<file path="src/rtl/booth_mul_seq_if.sv">
// booth_mul_seq_if
//   Handshake and operand/result bundle for the iterative Booth multiplier.
//   master : issue side  (drives start/m/q, observes busy/done/product)
//   slave  : multiplier  (observes start/m/q, drives busy/done/product)
//   Signals:
//     start    request a multiply (sampled only when not busy)
//     m, q     signed multiplicand / multiplier, WIDTH bits
//     busy     engine iterating
//     done     one-cycle product-valid pulse
//     product  signed 2*WIDTH-bit result, held until the next done
interface booth_mul_seq_if #(
  parameter int WIDTH = 32
);
  logic               start;
  logic [WIDTH-1:0]   m;
  logic [WIDTH-1:0]   q;
  logic               busy;
  logic               done;
  logic [2*WIDTH-1:0] product;

  modport master (output start, m, q, input busy, done, product);
  modport slave  (input start, m, q, output busy, done, product);
endinterface

</file>
<file path="src/rtl/booth_mul_seq.sv">
// booth_mul_seq
//   Radix-4 (modified Booth) signed multiplier retiring one recoded digit per
//   clock. WIDTH/2 RUN cycles per multiply, then a one-cycle DONE pulse.
//   Ports:
//     clk    rising-edge clock
//     reset  synchronous active-high reset (aborts any operation in flight)
//     bus    booth_mul_seq_if.slave : start/m/q in, busy/done/product out
//   WIDTH must be even and >= 4; the product is 2*WIDTH bits.
module booth_mul_seq #(
  parameter int WIDTH = 32
) (
  input  logic                 clk,
  input  logic                 reset,
  booth_mul_seq_if.slave       bus
);

  localparam int PW    = 2 * WIDTH;
  localparam int STEPS = WIDTH / 2;
  localparam int CW    = $clog2(STEPS);

  typedef enum logic [1:0] {
    S_IDLE = 2'd0,
    S_RUN  = 2'd1,
    S_DONE = 2'd2
  } state_e;

  state_e          state_q, state_d;

  // Multiplicand is held sign-extended and pre-shifted: each step moves it
  // left by two so that it always carries the 2*count weight of the current
  // digit. Likewise the multiplier shifts right by two, keeping the current
  // Booth triplet {q[2i+1], q[2i], q[2i-1]} in bits [2:0].
  logic [PW-1:0]   mcand_q;
  logic [WIDTH:0]  mplier_q;
  logic [PW-1:0]   acc_q;
  logic [CW-1:0]   count_q;
  logic [PW-1:0]   product_q;

  logic [2:0]      trip;
  logic [PW-1:0]   pp;
  logic [PW-1:0]   acc_nxt;
  logic            last;
  logic            load;

  assign trip    = mplier_q[2:0];
  assign last    = (count_q == CW'(STEPS - 1));
  assign load    = bus.start && ((state_q == S_IDLE) || (state_q == S_DONE));
  assign acc_nxt = acc_q + pp;

  // Booth recode: partial product = digit * M, digit in {-2,-1,0,+1,+2}.
  always_comb begin
    pp = '0;
    case (trip)
      3'b001, 3'b010: pp = mcand_q;
      3'b011:         pp = mcand_q << 1;
      3'b100:         pp = -(mcand_q << 1);
      3'b101, 3'b110: pp = -mcand_q;
      default:        pp = '0;
    endcase
  end

  // ---------------- FSM: state register ----------------
  always_ff @(posedge clk) begin
    if (reset) state_q <= S_IDLE;
    else       state_q <= state_d;
  end

  // ---------------- FSM: next state ----------------
  always_comb begin
    state_d = state_q;
    case (state_q)
      S_IDLE:  if (bus.start) state_d = S_RUN;
      S_RUN:   if (last)      state_d = S_DONE;
      S_DONE:  state_d = bus.start ? S_RUN : S_IDLE;
      default: state_d = S_IDLE;
    endcase
  end

  // ---------------- FSM: outputs ----------------
  always_comb begin
    bus.busy = 1'b0;
    bus.done = 1'b0;
    case (state_q)
      S_RUN:   bus.busy = 1'b1;
      S_DONE:  bus.done = 1'b1;
      default: ;
    endcase
  end

  assign bus.product = product_q;

  // ---------------- Datapath ----------------
  always_ff @(posedge clk) begin
    if (reset) begin
      mcand_q   <= '0;
      mplier_q  <= '0;
      acc_q     <= '0;
      count_q   <= '0;
      product_q <= '0;
    end else if (load) begin
      mcand_q  <= {{WIDTH{bus.m[WIDTH-1]}}, bus.m};
      mplier_q <= {bus.q, 1'b0};
      acc_q    <= '0;
      count_q  <= '0;
    end else if (state_q == S_RUN) begin
      acc_q    <= acc_nxt;
      mcand_q  <= mcand_q << 2;
      mplier_q <= mplier_q >> 2;
      count_q  <= count_q + CW'(1);
      if (last) product_q <= acc_nxt;
    end
  end

endmodule

</file>
<file path="src/flat_wrapper.sv">
// flat-port wrapper written by rule: the top's interface ports become plain ports
module booth_mul_seq_flat 
#(
  parameter int WIDTH = 32
)
  (clk, reset, bus_start, bus_m, bus_q, bus_busy, bus_done, bus_product);
  booth_mul_seq_if #(.WIDTH(WIDTH)) bus_i ();
  input  logic clk;
  input  logic reset;
  input wire logic [$bits(bus_i.start)-1:0] bus_start;
  input wire logic [$bits(bus_i.m)-1:0] bus_m;
  input wire logic [$bits(bus_i.q)-1:0] bus_q;
  output wire logic [$bits(bus_i.busy)-1:0] bus_busy;
  output wire logic [$bits(bus_i.done)-1:0] bus_done;
  output wire logic [$bits(bus_i.product)-1:0] bus_product;
  assign bus_i.start = bus_start;
  assign bus_i.m = bus_m;
  assign bus_i.q = bus_q;
  assign bus_busy = bus_i.busy;
  assign bus_done = bus_i.done;
  assign bus_product = bus_i.product;
  booth_mul_seq #(.WIDTH(WIDTH)) u_core (.clk(clk), .reset(reset), .bus(bus_i));
endmodule
</file>
<file path="config.mk">
export PLATFORM = sky130hd
export DESIGN_NAME = booth_mul_seq_flat
export DESIGN_NICKNAME = d
export VERILOG_FILES = /design/src/rtl/booth_mul_seq_if.sv /design/src/rtl/booth_mul_seq.sv /design/src/flat_wrapper.sv
export SDC_FILE = /design/constraint.sdc
export NUM_CORES = 1
export LEC_CHECK = 0
export ABC_AREA = 1
export BUFFER_PORTS_ARGS = -buffer_cell sky130_fd_sc_hd__buf_2
export CAP_MARGIN = 40
export CORE_ASPECT_RATIO = 0.8
export CORE_MARGIN = 1.5
export CORE_UTILIZATION = 62
export DETAILED_ROUTE_END_ITERATION = 6
export GPL_TIMING_DRIVEN = 0
export PLACE_DENSITY = 0.82
export SLEW_MARGIN = 0
export SYNTH_ARGS = -nofsm -noshare
export SYNTH_HDL_FRONTEND = slang
export SYNTH_SLANG_ARGS = --single-unit
</file>
<file path="constraint.sdc">
create_clock -name clk -period 4.5 [get_ports clk]
set_input_delay 0.675 -clock clk [delete_from_list [all_inputs] [get_ports clk]]
set_output_delay 0.675 -clock clk [all_outputs]
set_load 0.01 [all_outputs]
</file>
### After elaboration in Yosys (flattened, before gate mapping)

Index checks and enable logic that the tools add are counted.
Widths: inputs -> output; s select.

* reductions and logical operators: 9
* muxes and demuxes: 11
* add/subtract/negate cells: 4
* bitwise operators: 1
* equality and inequality tests: 11

Operators by type and width (count)
* $pmux 64 s4: 1
* $mux 64: 2
* $neg 64->64: 2
* $mux 33: 2
* $add 64x64->64: 1
* $eq 3x3->1 const B: 3
* $eq 3x2->1 const B: 2
* $pmux 2 s3: 1
* $reduce_or 2->1: 3
* $add 4x1->4 const B: 1
* $eq 4x4->1 const B: 1
* $mux 2: 2
* $eq 3x1->1 const B: 1
* $mux 1: 3
* $reduce_and 3->1: 1
* $eq 2x1->1 const B: 1
* $eq 2x2->1 const B: 1
* $logic_not 2->1: 1
* $ne 2x1->1 const B: 1
* $ne 2x2->1 const B: 1
* $reduce_and 2->1: 1
* $reduce_bool 2->1: 1
* $logic_and 1x1->1: 1
* $logic_or 1x1->1: 1
* $not 1->1: 1

* output and inout port bits: 66
* flip-flop bits (word level): 231
* input port bits: 67
* word-level logic and storage cells: 43

### Logic depth before layout (Yosys ltp)

* depth after elaboration: 5
* mapped depth: 31
* mapped depth without buffers: 31

### Worst setup path after synthesis

Ideal clock, no wire load.

* path type: register to register
* from: register u_core.mcand_q[0]
* to: register u_core.acc_q[54]
* arrival: 3.401 ns
* data required time: 4.391 ns
* stages on the path, launching flop included: 29
* path slack: 0.990 ns
* cell sequence: dfxtp_1 > inv_1 > ha_1 > nand2_2 > nor2_2 > nand2_2 > nor2_1 > nand2_1 > nor2_1 > nand2_1 > nor3_2 > nand2_1 > nor2_1 > nand2_1 > nand3_1 > nand3b_1 > ha_1 > nand2_1 > nor2_1 > inv_1 > nor2_1 > inv_1 > nor2_1 > nand2_1 > or2_2 > nand3_1 > nand3_1 > nand2_1 > inv_1

* cells in the longest elaborated chain, start to end: 3
* elaborated cells between the ends (all ways): 4
* classes of those cells: add/sub (3); mux (1)

RTL lines
* start: declaration: RTL line booth_mul_seq.sv:33 `logic [PW-1:0] mcand_q;`
* start signal: assignment: RTL line booth_mul_seq.sv:101 `mcand_q <= {{WIDTH{bus.m[WIDTH-1]}}, bus.m};`
* start signal: assignment: RTL line booth_mul_seq.sv:107 `mcand_q <= mcand_q << 2;`
* $neg 64->64, on equally long branches: RTL line booth_mul_seq.sv:57, booth_mul_seq.sv:56
* $pmux 64 s4 *: RTL line booth_mul_seq.sv:53 `case (trip)`
* $add 64x64->64 *: RTL line booth_mul_seq.sv:48 `assign acc_nxt = acc_q + pp;`
* end signal: assignment: RTL line booth_mul_seq.sv:106 `acc_q <= acc_nxt;`
* end: declaration: RTL line booth_mul_seq.sv:35 `logic [PW-1:0] acc_q;`

Mark *: on every way between the ends. The rest lies on a longest branch, timed or not.
A chain may end at the register's enable or synchronous reset.

### Final worst setup path

* from: register u_core.mplier_q[1]
* to: register u_core.product_q[55] (netlist: u_core.bus.product[55])

* cells in the longest elaborated chain, start to end: 4
* elaborated cells between the ends (all ways): 10
* classes of those cells: add/sub (1); eq/ne (6); mux (1); reduce/logical (2)

RTL lines
* start: declaration: RTL line booth_mul_seq.sv:34 `logic [WIDTH:0] mplier_q;`
* start signal: assignment: RTL line booth_mul_seq.sv:102 `mplier_q <= {bus.q, 1'b0};`
* start signal: assignment: RTL line booth_mul_seq.sv:108 `mplier_q <= mplier_q >> 2;`
* $eq 3x3->1, or another cell as far along: RTL line booth_mul_seq.sv:53
* $reduce_or 2->1: RTL line booth_mul_seq.sv:53
* $pmux 64 s4 *: RTL line booth_mul_seq.sv:53
* $add 64x64->64 *: RTL line booth_mul_seq.sv:48
* end signal: assignment: RTL line booth_mul_seq.sv:110 `if (last) product_q <= acc_nxt;`
* end: declaration: RTL line booth_mul_seq.sv:37 `logic [PW-1:0] product_q;`

Marks and branches as above.

==> flow_summary.json <==
{
  "grt_max_degree": 15,
  "max_stage_delay_ps": 500,
  "cpLargestDelayFamily": "simple AND/OR/NAND/NOR gates",
  "drt-pass1-iter-count": 7,
  "synthAdderAreaFrac": 0.0491,
  "start_kind": "flip-flop",
  "crit_type": "flip-flop to flip-flop",
  "yosys.area_share.xor_xnor": 0.0335,
  "die_area_um2": 28400,
  "fin_setup_tns_ps": -11.4,
  "pin_count": 133,
  "clk_pin_slew_ps": 70,
  "yosys_warnings": 0,
  "tritoncts": "done",
  "routabilityCongestion": 1.13,
  "start_util": 0.639,
  "post-route-cell-area_um2": 19400,
  "power_mw": 6.21,
  "muxShareOfSynthArea": 0,
  "syn-cell-area_um2": 17000,
  "seqCellArea_um2": 4620,
  "synthToLayoutAreaGrowth_pct": 14.3,
  "clock-sinks": 231,
  "num_rows": 53,
  "run_status": "complete, but fails checks",
  "tightestPinTransition_ps": 971,
  "max_clock_freq_mhz": 222,
  "cp_max_fo": 10,
  "dp.cells": 3313,
  "synth_area_per_cell_um2": 6.02,
  "htreeDepth": 1,
  "ant_nets": 0,
  "die_w_um": 188,
  "failed_checks": "negative setup slack",
  "vias": 20700,
  "antenna_found_initial": 1,
  "place_area_um2": 18100,
  "cp.required_ps": 4950,
  "crit_chain": "nand2_1 > nor2_4 > inv_1 > clkbuf_2 > buf_2 > o221ai_1 > ha_1 > a21oi_1 > nand2_1 > nand2_1 > nand3_1 > nand3_1 > nand2_1 > nand2_1 > nand2_1 > nand4_1 > nand2_1 > nand2_1 > nand3_1 > nand2_1 > inv_1",
  "worst_setup_path_end_kind": "flip-flop",
  "globalRouteTotalUtil": 0.461,
  "synthSimpleGateAreaFrac": 0.362,
  "cp_common_cell": "nand2_1",
  "drt_wl_total_um": 67600,
  "drt-initial-drc-count": 3098,
  "hold_violations": 0,
  "min_period_ps": 4510,
  "finalNonFillerCells": 3364,
  "ir_worst_vdd_uv": 331,
  "antenna_cells": 0,
  "io_buffers": 132,
  "pwr_density_cell_nw_per_um2": 320,
  "maxSlewHeadroom": 0.352,
  "arrival_ps": 4960,
  "synth_compound_area_frac": 0.169,
  "dp_hpwl_um": 53300,
  "cts_buffers": 25,
  "synthDistinctLibCells": 46,
  "holdCritPathClass": "input pin to flip-flop",
  "insertion_delay_ps": 570,
  "wire_per_inst_um": 20.1,
  "cap_violations": 0,
  "setup_violations": 2,
  "finalCoreUtilization": 0.730,
  "setup_ws_ps": -10.5,
  "final.setup_skew_ps": 30.6,
  "crit_cells": 21,
  "nNetsFinal": 3123,
  "ys_ff_latch": 231,
  "r2r_slack_ps": -10,
  "fillers": 2358,
  "p_leak_nw": 9.03,
  "cts_buffer_depth": 3,
  "synth_top_family_by_area": "simple AND/OR/NAND/NOR gates",
  "cts-root-buf": "clkbuf_16",
  "grt_pass1_vias": 18500,
  "ctsHoldBuffers": 0,
  "die_h_um": 151,
  "ff2ff_path_depth": 21,
  "drc": 0,
  "maxSlewViolCount": 0,
  "critPathBufInv": 4,
  "layout-drive-gt1-share": 0.103,
  "synth_seq_area_share": 0.272,
  "coreArea_um2": 26600,
  "critPathSlowestCell": "dfxtp_1",
  "rsz0062_at_grt": "true",
  "synthCells": 2823,
  "multi_input_area_um2": 10700,
  "grt_pass1_wl_um": 102000,
  "fin_crit_sh": 1.00,
  "overflow": 0,
  "whs_path_depth": 3,
  "avgViaCountPerCell": 6.15,
  "syn_nets": 2956
}
flip-flops by register name, summed over array words and instances, names as in the netlist:
register,flops
u_core.acc_q,64
u_core.bus.product,64
u_core.mcand_q,64
u_core.mplier_q,33
u_core.count_q,4
u_core.state_q,2
cells in the final DEF (no fill, tap or decap), drive strengths merged, types with 2 or more instances in the layout:
cell      instances
a211o             3
a21boi            4
a21o              9
a21oi           120
a221o             6
a221oi           23
a31oi            61
buf             175
bufinv            6
clkbuf          104
clkinv            6
clkinvlp          2
dfxtp           231
ha               65
inv             401
nand2           639
nand3           215
nand3b           19
nand4            20
nor2            529
nor3             29
nor4             10
o2111ai          19
o211ai           21
o21a             10
o21ai           151
o21bai           15
o22ai            32
or2              11
xnor2             5
xor2             60
cells by family (layout without fill, tap and decap cells):
| family | after synthesis | after routing |
|---|---|---|
| AND/OR/NAND/NOR | 1474 | 1474 |
| adder cells (fa/ha/maj) | 66 | 66 |
| AO/OA/AOI/OAI | 477 | 477 |
| flip-flops | 231 | 231 |
| XOR/XNOR | 65 | 65 |
| buffers and inverters | 510 | 694 |
report_power, final:
group / internal, mW / total [mW] / switching [mW]
Combinational: 0.473 / 1.58 / 1.10
Clock: 1.43 / 2.38 / 0.951
Sequential: 2.14 / 2.26 / 0.113
Total: 4.05 / 6.21 / 2.17
final timing paths:
path	from	to
max	u_core.mplier_q[1]	u_core.bus.product[55]
min	bus_m[6]	u_core.mcand_q[6]
max reg2reg	u_core.mplier_q[1]	u_core.bus.product[55]
min reg2reg	u_core.mplier_q[31]	u_core.mplier_q[31]
area by class of cell:
type                            instances  share of cell area
Multi-Input combinational cell       2082               0.553
Sequential cell                       231               0.238
Inverter                              402              0.0778
Timing Repair Buffer                  141              0.0377
Clock buffer                           31              0.0355
Tap cell                              357              0.0230
Buffer                                107              0.0227
Clock inverter                         13              0.0117
cell usage after synthesis (all sizes together):
cell type	n	area, µm²
dfxtp	231	4620
o21a	10	75.1
xor2	60	526
nor3b	1	7.51
o211ai	21	158
o21ai	151	771
a21boi	4	30.0
a221oi	23	201
fa	1	20.0
nor2	529	2050
nand2b	1	6.26
a31oi	61	382
o221ai	1	8.76
a22oi	1	7.51
a21oi	120	601
o2111ai	19	166
o31ai	1	7.51
ha	65	813
o21bai	15	113
nand4	20	131
nor3	29	155
nand3	215	1080
o22ai	32	200
a21o	9	67.6
or2	11	68.8
nor4	10	62.6
xnor2	5	43.8
nand2	639	2440
clkbuf	76	285
a211o	3	26.3
a221o	6	60.1
nand3b	19	143
buf	32	146
clkinv	2	7.51
inv	400	1500
stage by stage:
step	hold WS, ps	worst slack, ps
floorplan	440	990
global placement	448	-509
detailed placement	455	-565
CTS	366	-40.3
global route	383	-116
finish	366	-10.5
worst min-delay path: stages:
cell and delay [ps]:
buf_2 80, a221oi_1 60, nor2_1 70
layer usage:
metal | routed length, µm | vias up | global-route usage
li1 | - | 9505 | -
met1 | 26200 | 9305 | 0.597
met2 | 26900 | 1582 | 0.683
met3 | 10700 | 276 | 0.163
met4 | 3640 | 4 | 0.213
met5 | 150 | - | 0.0350
what timing repair did:
item / CTS / global route
endpoints found under the setup margin: 74 / 92
pin swaps: 0 / 12
gates resized for setup: 32 / 77
setup buffers: 0 / 8
(Power assumes the default switching activity.)
